File: src/rtl/dataram_block_mover.sv
// Block COPY / FILL engine that masters the 256x16 data RAM port while Busy is high.
// Every output is a flop; the RAM read data is sampled only on the RD->WR edge.
module dataram_block_mover #(
    parameter int ADDR_BITS = 8,
    parameter int LEN_BITS  = 9
) (
    input  logic                 CLK,
    input  logic                 RST,
    input  logic                 Start,
    input  logic                 Mode,
    input  logic [ADDR_BITS-1:0] SrcAddr,
    input  logic [ADDR_BITS-1:0] DstAddr,
    input  logic [LEN_BITS-1:0]  Length,
    input  logic [15:0]          FillValue,
    output logic                 Busy,
    output logic                 Done,
    output logic [LEN_BITS-1:0]  WordsDone,
    output logic [15:0]          DataAddress,
    output logic                 MemWrite,
    output logic [15:0]          DataIn,
    input  logic [15:0]          DataOut
);

    localparam logic [LEN_BITS-1:0] MAX_LEN = LEN_BITS'(2 ** ADDR_BITS);

    typedef enum logic [1:0] {IDLE, RD, WR, FIN} stateType;

    stateType             state;
    logic                 modeReg;
    logic [ADDR_BITS-1:0] srcReg;
    logic [ADDR_BITS-1:0] dstReg;
    logic [LEN_BITS-1:0]  lenReg;
    logic [LEN_BITS-1:0]  nextCount;

    assign nextCount = WordsDone + LEN_BITS'(1);

    // Word offset wraps inside the RAM; upper address bits are always zero.
    function automatic logic [15:0] busAddr(input logic [ADDR_BITS-1:0] base,
                                            input logic [ADDR_BITS-1:0] offset);
        logic [ADDR_BITS-1:0] sum;
        sum = base + offset;
        return {{(16 - ADDR_BITS){1'b0}}, sum};
    endfunction

    always_ff @(posedge CLK or posedge RST) begin
        if (RST) begin
            state       <= IDLE;
            modeReg     <= 1'b0;
            srcReg      <= '0;
            dstReg      <= '0;
            lenReg      <= '0;
            Busy        <= 1'b0;
            Done        <= 1'b0;
            WordsDone   <= '0;
            DataAddress <= '0;
            MemWrite    <= 1'b0;
            DataIn      <= '0;
        end else begin
            case (state)
                IDLE: begin
                    if (Start) begin
                        modeReg   <= Mode;
                        srcReg    <= SrcAddr;
                        dstReg    <= DstAddr;
                        lenReg    <= (Length > MAX_LEN) ? MAX_LEN : Length;
                        WordsDone <= '0;
                        Busy      <= 1'b1;
                        Done      <= 1'b0;
                        if (Length == '0) begin
                            state <= FIN;
                        end else if (!Mode) begin
                            state       <= RD;
                            DataAddress <= busAddr(SrcAddr, '0);
                        end else begin
                            state       <= WR;
                            DataAddress <= busAddr(DstAddr, '0);
                            MemWrite    <= 1'b1;
                            DataIn      <= FillValue;
                        end
                    end
                end
                RD: begin
                    // DataIn doubles as the copy hold register.
                    DataIn      <= DataOut;
                    DataAddress <= busAddr(dstReg, WordsDone[ADDR_BITS-1:0]);
                    MemWrite    <= 1'b1;
                    state       <= WR;
                end
                WR: begin
                    WordsDone <= nextCount;
                    if (nextCount == lenReg) begin
                        MemWrite <= 1'b0;
                        Busy     <= 1'b0;
                        Done     <= 1'b1;
                        state    <= FIN;
                    end else if (!modeReg) begin
                        MemWrite    <= 1'b0;
                        DataAddress <= busAddr(srcReg, nextCount[ADDR_BITS-1:0]);
                        state       <= RD;
                    end else begin
                        DataAddress <= busAddr(dstReg, nextCount[ADDR_BITS-1:0]);
                    end
                end
                FIN: begin
                    // A zero-length request arrives here with Done still low and
                    // spends one busy cycle before pulsing Done.
                    if (!Done) begin
                        Done <= 1'b1;
                        Busy <= 1'b0;
                    end else begin
                        Done  <= 1'b0;
                        state <= IDLE;
                    end
                end
                default: state <= IDLE;
            endcase
        end
    end

endmodule

File: config.mk
export PLATFORM = sky130hd
export DESIGN_NAME = dataram_block_mover
export DESIGN_NICKNAME = d
export VERILOG_FILES = /design/src/rtl/dataram_block_mover.sv
export SDC_FILE = /design/constraint.sdc
export NUM_CORES = 1
export LEC_CHECK = 0
export ABC_AREA = 0
export CAP_MARGIN = 30
export CORE_MARGIN = 4
export CORE_UTILIZATION = 40
export DETAILED_ROUTE_END_ITERATION = 12
export GPL_ROUTABILITY_DRIVEN = 1
export HOLD_SLACK_MARGIN = 0.05
export PLACE_DENSITY = 0.78
export SLEW_MARGIN = 20
export SYNTH_ARGS = -nofsm -noshare
export SYNTH_HDL_FRONTEND = slang
export SYNTH_SLANG_ARGS = --single-unit
File: constraint.sdc
create_clock -name CLK -period 3.02 [get_ports CLK]
set_input_delay 0.604 -clock CLK [delete_from_list [all_inputs] [get_ports CLK]]
set_output_delay 0.604 -clock CLK [all_outputs]
set_load 0.02 [all_outputs]
# Yosys cells after proc, flatten, opt, wreduce, memory -nomap -nowiden
# Cells that the tools add are included.
# word_totals
reg_bits	72
in_bits	61
word_cells	76
# classes
add_sub_neg	4
order_cmp	1
eq_ne	12
mux	34
reduce_logical	14
# ops
op	n
2-to-1 mux 16 bit	6
case mux 16 bit (3 select lines)	1
case mux 16 bit (2 select lines)	1
adder 8 bit	3
2-to-1 mux 9 bit	2
case mux 9 bit (2 select lines)	1
2-to-1 mux 8 bit	2
inequality test 2 bit, second input constant	7
2-to-1 mux 2 bit	6
AND reduction 4 bit	3
2-to-1 mux 1 bit	11
adder 9 x 1 -> 9 bit, second input constant	1
equality test 9 bit	1
> comparator 9 bit, second input constant	1
zero test 9 bit	1
case mux 1 bit (3 select lines)	3
case mux 2 bit (4 select lines)	1
AND reduction 3 bit	2
nonzero test 3 bit	2
AND reduction 5 bit	1
equality test 2 bit, second input constant	2
AND reduction 2 bit	2
nonzero test 2 bit	2
inequality test 3 bit, second input constant	1
2 further kinds	2

# Depth between registers and ports, before layout
# depth
ltp_word	5
depth_mapped	13
ltp_nobuf	12

# Least setup slack after synthesis
# OpenSTA, ideal clock, no wires.
# synth_timing
kind	reg-to-reg
startpoint	reg WordsDone[1]
endpoint	reg state[0]
setup_ns	0.079
t_arrival_ns	2.595
setup_slack_ns	0.346
path_stages_with_launch	9
n_path_buf	0
period_less_slack_ns	2.674
cell_sequence	dfrtp_1 -> ha_1 -> nand2_1 -> or4_1 -> o211ai_2 -> a31oi_2 -> or3_4 -> a311oi_4 -> mux2i_1
# synth_via
elab_chain_cells	4
# synth_lines
element	line_no	source
start: declaration	17	output logic [LEN_BITS-1:0] WordsDone,
start signal: assignment	90	WordsDone <= nextCount;
adder 9 x 1 -> 9 bit (*)	35	assign nextCount = WordsDone + LEN_BITS'(1);
equality test 9 bit (*)	91	if (nextCount == lenReg) begin
2-to-1 mux 2 bit / inequality test 3 bit (equally long branches)	--	
case mux 2 bit (4 select lines) / AND reduction 3 bit (equally long branches)	--	
end signal: assignment	70	state <= FIN;
end signal: assignment	95	state <= FIN;
end signal: assignment	99	state <= RD;
end: declaration	28	stateType state;
# Mark *: on every way between the ends. The rest lies on a longest branch, timed or not.
# A chain may end at the register's enable or synchronous reset.

# Final worst setup path
# layout_timing
startpoint	reg WordsDone[0]
endpoint	reg DataAddress[7]
# layout_via
elab_chain_cells	5
# layout_lines
element	line_no	source
adder 9 x 1 -> 9 bit	35	
adder 8 bit	41	sum = base + offset;
2-to-1 mux 8 bit	96	end else if (!modeReg) begin
2-to-1 mux 16 bit	91	
case mux 16 bit (3 select lines)	59	case (state)
end signal: assignment	73	DataAddress <= busAddr(SrcAddr, '0);
end signal: assignment	98	DataAddress <= busAddr(srcReg, nextCount[ADDR_BITS-1:0]);
end signal: assignment	101	DataAddress <= busAddr(dstReg, nextCount[ADDR_BITS-1:0]);
end: declaration	18	output logic [15:0] DataAddress,
# Parallel ways exist; a longest one is shown, timed or not. The select of a mux whose other input is x is not followed.

==> results.md <==
* Initial core utilization at 40.7%
* Ranking of synthesized cells by area: dfrtp_1 (38%), mux2_2 (6.5%), ha_1 (6.0%)
* Max-slew headroom at 42.2%
* Max Clock Freq at 0.352 GHz
* GR Overflow Total at 0
* CP cell instances: ha_1 > nand2_1 > or4_1 > o211ai_2 > a31oi_2 > o41ai_4 > mux2_2
* Worst Setup SP: WordsDone[0]
* Ys Warns at 0
* Pwr dens at 1100 mW/mm2
* Int Power at 3400 uW
* Slew at the pin closest to its max-slew limit at 0.864 ns
* Number of flops mapped to enable cells by yosys at 0
* Top_reg_cell synth: dfrtp_1
* Met1 WL at 4560 um
* GRT Total Usage at 19.2%
* Seq pwr share at 26.1%
* Area of the multi-input gates at 0.00235 mm2
* Vias at 3519
* Switching power at 2640 uW
* Worst-path clk slew at 0.07 ns
* Crit share post-route at 94.2%
* Min Clock Period, post-route at 2.84 ns
* Setup Crit Path Kind: reg2reg
* First-pass GRT wire length at 17800 um
* Setup TNS Final at 0 ns
* Total wire length at 11000 um
* Worst EP required at 3.26 ns
* Clk root buf: clkbuf_8
* Unique cell type count in the Yosys netlist at 53
* FF-to-FF End: DataAddress[7]
* Startpoint types: flop
* DRT iter0 DRCs at 251
* DR WL met2 at 5450 um
* Buf/Inv on CP at 0
* CTS hold repair buffers at 0
* Post-layout instance count excluding filler cells at 674
* Pin count of the biggest net entering global routing at 33
* Final Skew at 0.0154 ns
* Critical-path top delay cell: o41ai_4
* Clock share of power at 13.7%
* Area of the core at 0.0103 mm2
* CTS tree: yes
* Die Footprint at 0.0122 mm2
* Sw frac at 43.7%
* Vias in the first global route at 3578
* Most frequent cell after synthesis: dfrtp_1
* Setup Buffers After CTS at 0
* Top layer reached by signal wires: met4
* Worst vdd ir at 384 uV
* Area grow syn2layout at 31.4%
* Vias per cell at 5.22
* Status: complete, no violations
* RSZ-0062 raised after global routing: false
* Final-report hold violation count at 0
* Yosys reg bits at 64
* Port bufs at 96
* CTS Buf Count at 9
* Filler cell count at 940
* Reg2Reg Depth at 7
* Synth Instances at 434
* CTS Buffer Depth at 2
* Routed WL per cell at 16.3 um
* CP top delay family: compound AO/OA/AOI/OAI gates
* Hold Crit Class: reg2reg
* Max-slew violation count at 0
* Crit path to: DataAddress[7]
* Final ANT Viol Nets at 0
* Residual DRC count at 0
* Post-Place Cells at 658
* Leakage power total at 0.00238 uW
* Syn avg cell area at 9.65 um2
* Clk_lat worst skew at 0.36 ns
* Critical path depth in cells at 7
* Num rows at 37
* Post-DP Area at 0.00528 mm2
* Die X at 110 um
* Delay of the slowest critical-path stage at 0.84 ns
* Post-route design area at 0.00550 mm2
* # clock sinks at 64
* Sequential share of the synthesized area at 38.2%
* Worst R2R Setup Slack at 0.18 ns
* Fin util at 53.5%
* Die Ht at 110 um
* Share of cells above drive strength 1 at 12.8%
* Register area at 0.00160 mm2
* Post-DP HPWL at 8470 um
* H-tree Lvls at 3
* Placer Congestion at 0.952
* Top-Level Pins at 105
* Synth cell count leaders: dfrtp_1 (64), nand2_1 (55), o21ai_0 (45)
* Critical Path End Type: flop
* Worst r2r src: WordsDone[0]
* Ant. Diodes at 0
* Initial antenna violation count at 0
* Synth top area share at 38.2%
* Combinational power share at 60.2%
* Asr flop ratio synth at 100%
* Area leader, netlist: dfrtp_1
* Final setup vio count at 0
* Max-Cap Viols at 0
* Total Nets Final at 616
* Mapped Area at 0.00419 mm2
* Critical Path AT at 3.08 ns
* Crit Path Max Fanout at 15
* Metal3 WL at 821 um
* DRT Pass-1 Iters at 5
## layout make-up
cell class	count	share of cell area, %
Tap cell	136	3.09
Inverter	18	1.23
Sequential cell	64	29.1
Multi-Input combinational cell	327	42.8
Timing Repair Buffer	113	19.8
Clock inverter	7	1.75
Clock buffer	9	2.25
## worst reg2reg max path, cell delays in order (launching register included)
cell and delay, ns:
dfrtp_1 0.35, ha_1 0.28, nand2_1 0.13, or4_1 0.55, o211ai_2 0.09, a31oi_2 0.09
o41ai_4 0.84, mux2_2 0.41
## per-layer routing
layer  global-route usage (%)  vias up
met1                     23.3     1673
met4                     6.16        0
met5                        0        -
li1                         -     1720
met2                     32.6      114
met3                     5.65       12
## power groups by stage
stage	clock [uW]	combinational (uW)	sequential, uW
CTS	834	3650	1570
floorplan	0	2300	1760
finish	825	3640	1570
global placement	0	3510	1560
global route	880	4000	1630
detailed placement	0	3630	1590
## state kept, by name, summed over array words and instances, names as in the netlist, 2 cells and up
signal / count
state: 2
lenReg: 9
WordsDone: 9
dstReg: 8
DataIn: 16
DataAddress: 8
srcReg: 8
## layout by cell type (no fill, tap or decap), types with 14 or more instances in the layout
master | Yosys | final
a21oi_1 | 16 | 16
buf_4 | 10 | 17
nand2b_1 | 14 | 14
nand2_1 | 55 | 55
clkdlybuf4s50_1 | 0 | 96
inv_1 | 18 | 17
ha_1 | 20 | 20
mux2i_1 | 25 | 25
o21ai_0 | 45 | 45
xnor2_1 | 18 | 18
mux2_2 | 24 | 24
dfrtp_1 | 64 | 63
## worst min-delay path by stage
stage | start | to | slack (ns) | cells after the start
after floorplan | lenReg[2] | lenReg[2] | 0.45 | 2
after global placement | DataIn[6] | DataIn[6] | 0.46 | 2
after global routing | DataAddress[5] | DataAddress[5] | 0.51 | 2
final | DataIn[0] | DataIn[0] | 0.48 | 2
after detailed placement | DataIn[0] | DataIn[0] | 0.47 | 2
after CTS | DataIn[0] | DataIn[0] | 0.49 | 2
## per-stage QoR
stage	setup slack (ns)	hold slack (ns)	total power, uW
final	0.176	0.479	6040
after global routing	0.0105	0.510	6510
after floorplan	0.346	0.450	4060
after detailed placement	0.162	0.469	5210
after CTS	0.118	0.485	6060
after global placement	0.237	0.465	5070
## repair_timing
item | 4_1_cts | 5_1_grt
setup endpoints to repair | 0 | 1
endpoints found under the hold margin | 0 | 0
gates resized for setup | 0 | 1
## cells by family after synthesis
group	share of synthesized area, %
and+or+nand+nor	13.5
adders and majority gates	6.93
AOI/OAI and AO/OA	16.8
buffers and inverters	6.18
DFF	38.2
xor gates and xnor gates	5.83
muxes	12.4
other	0.0895
Power figures use the tool's default switching activity.
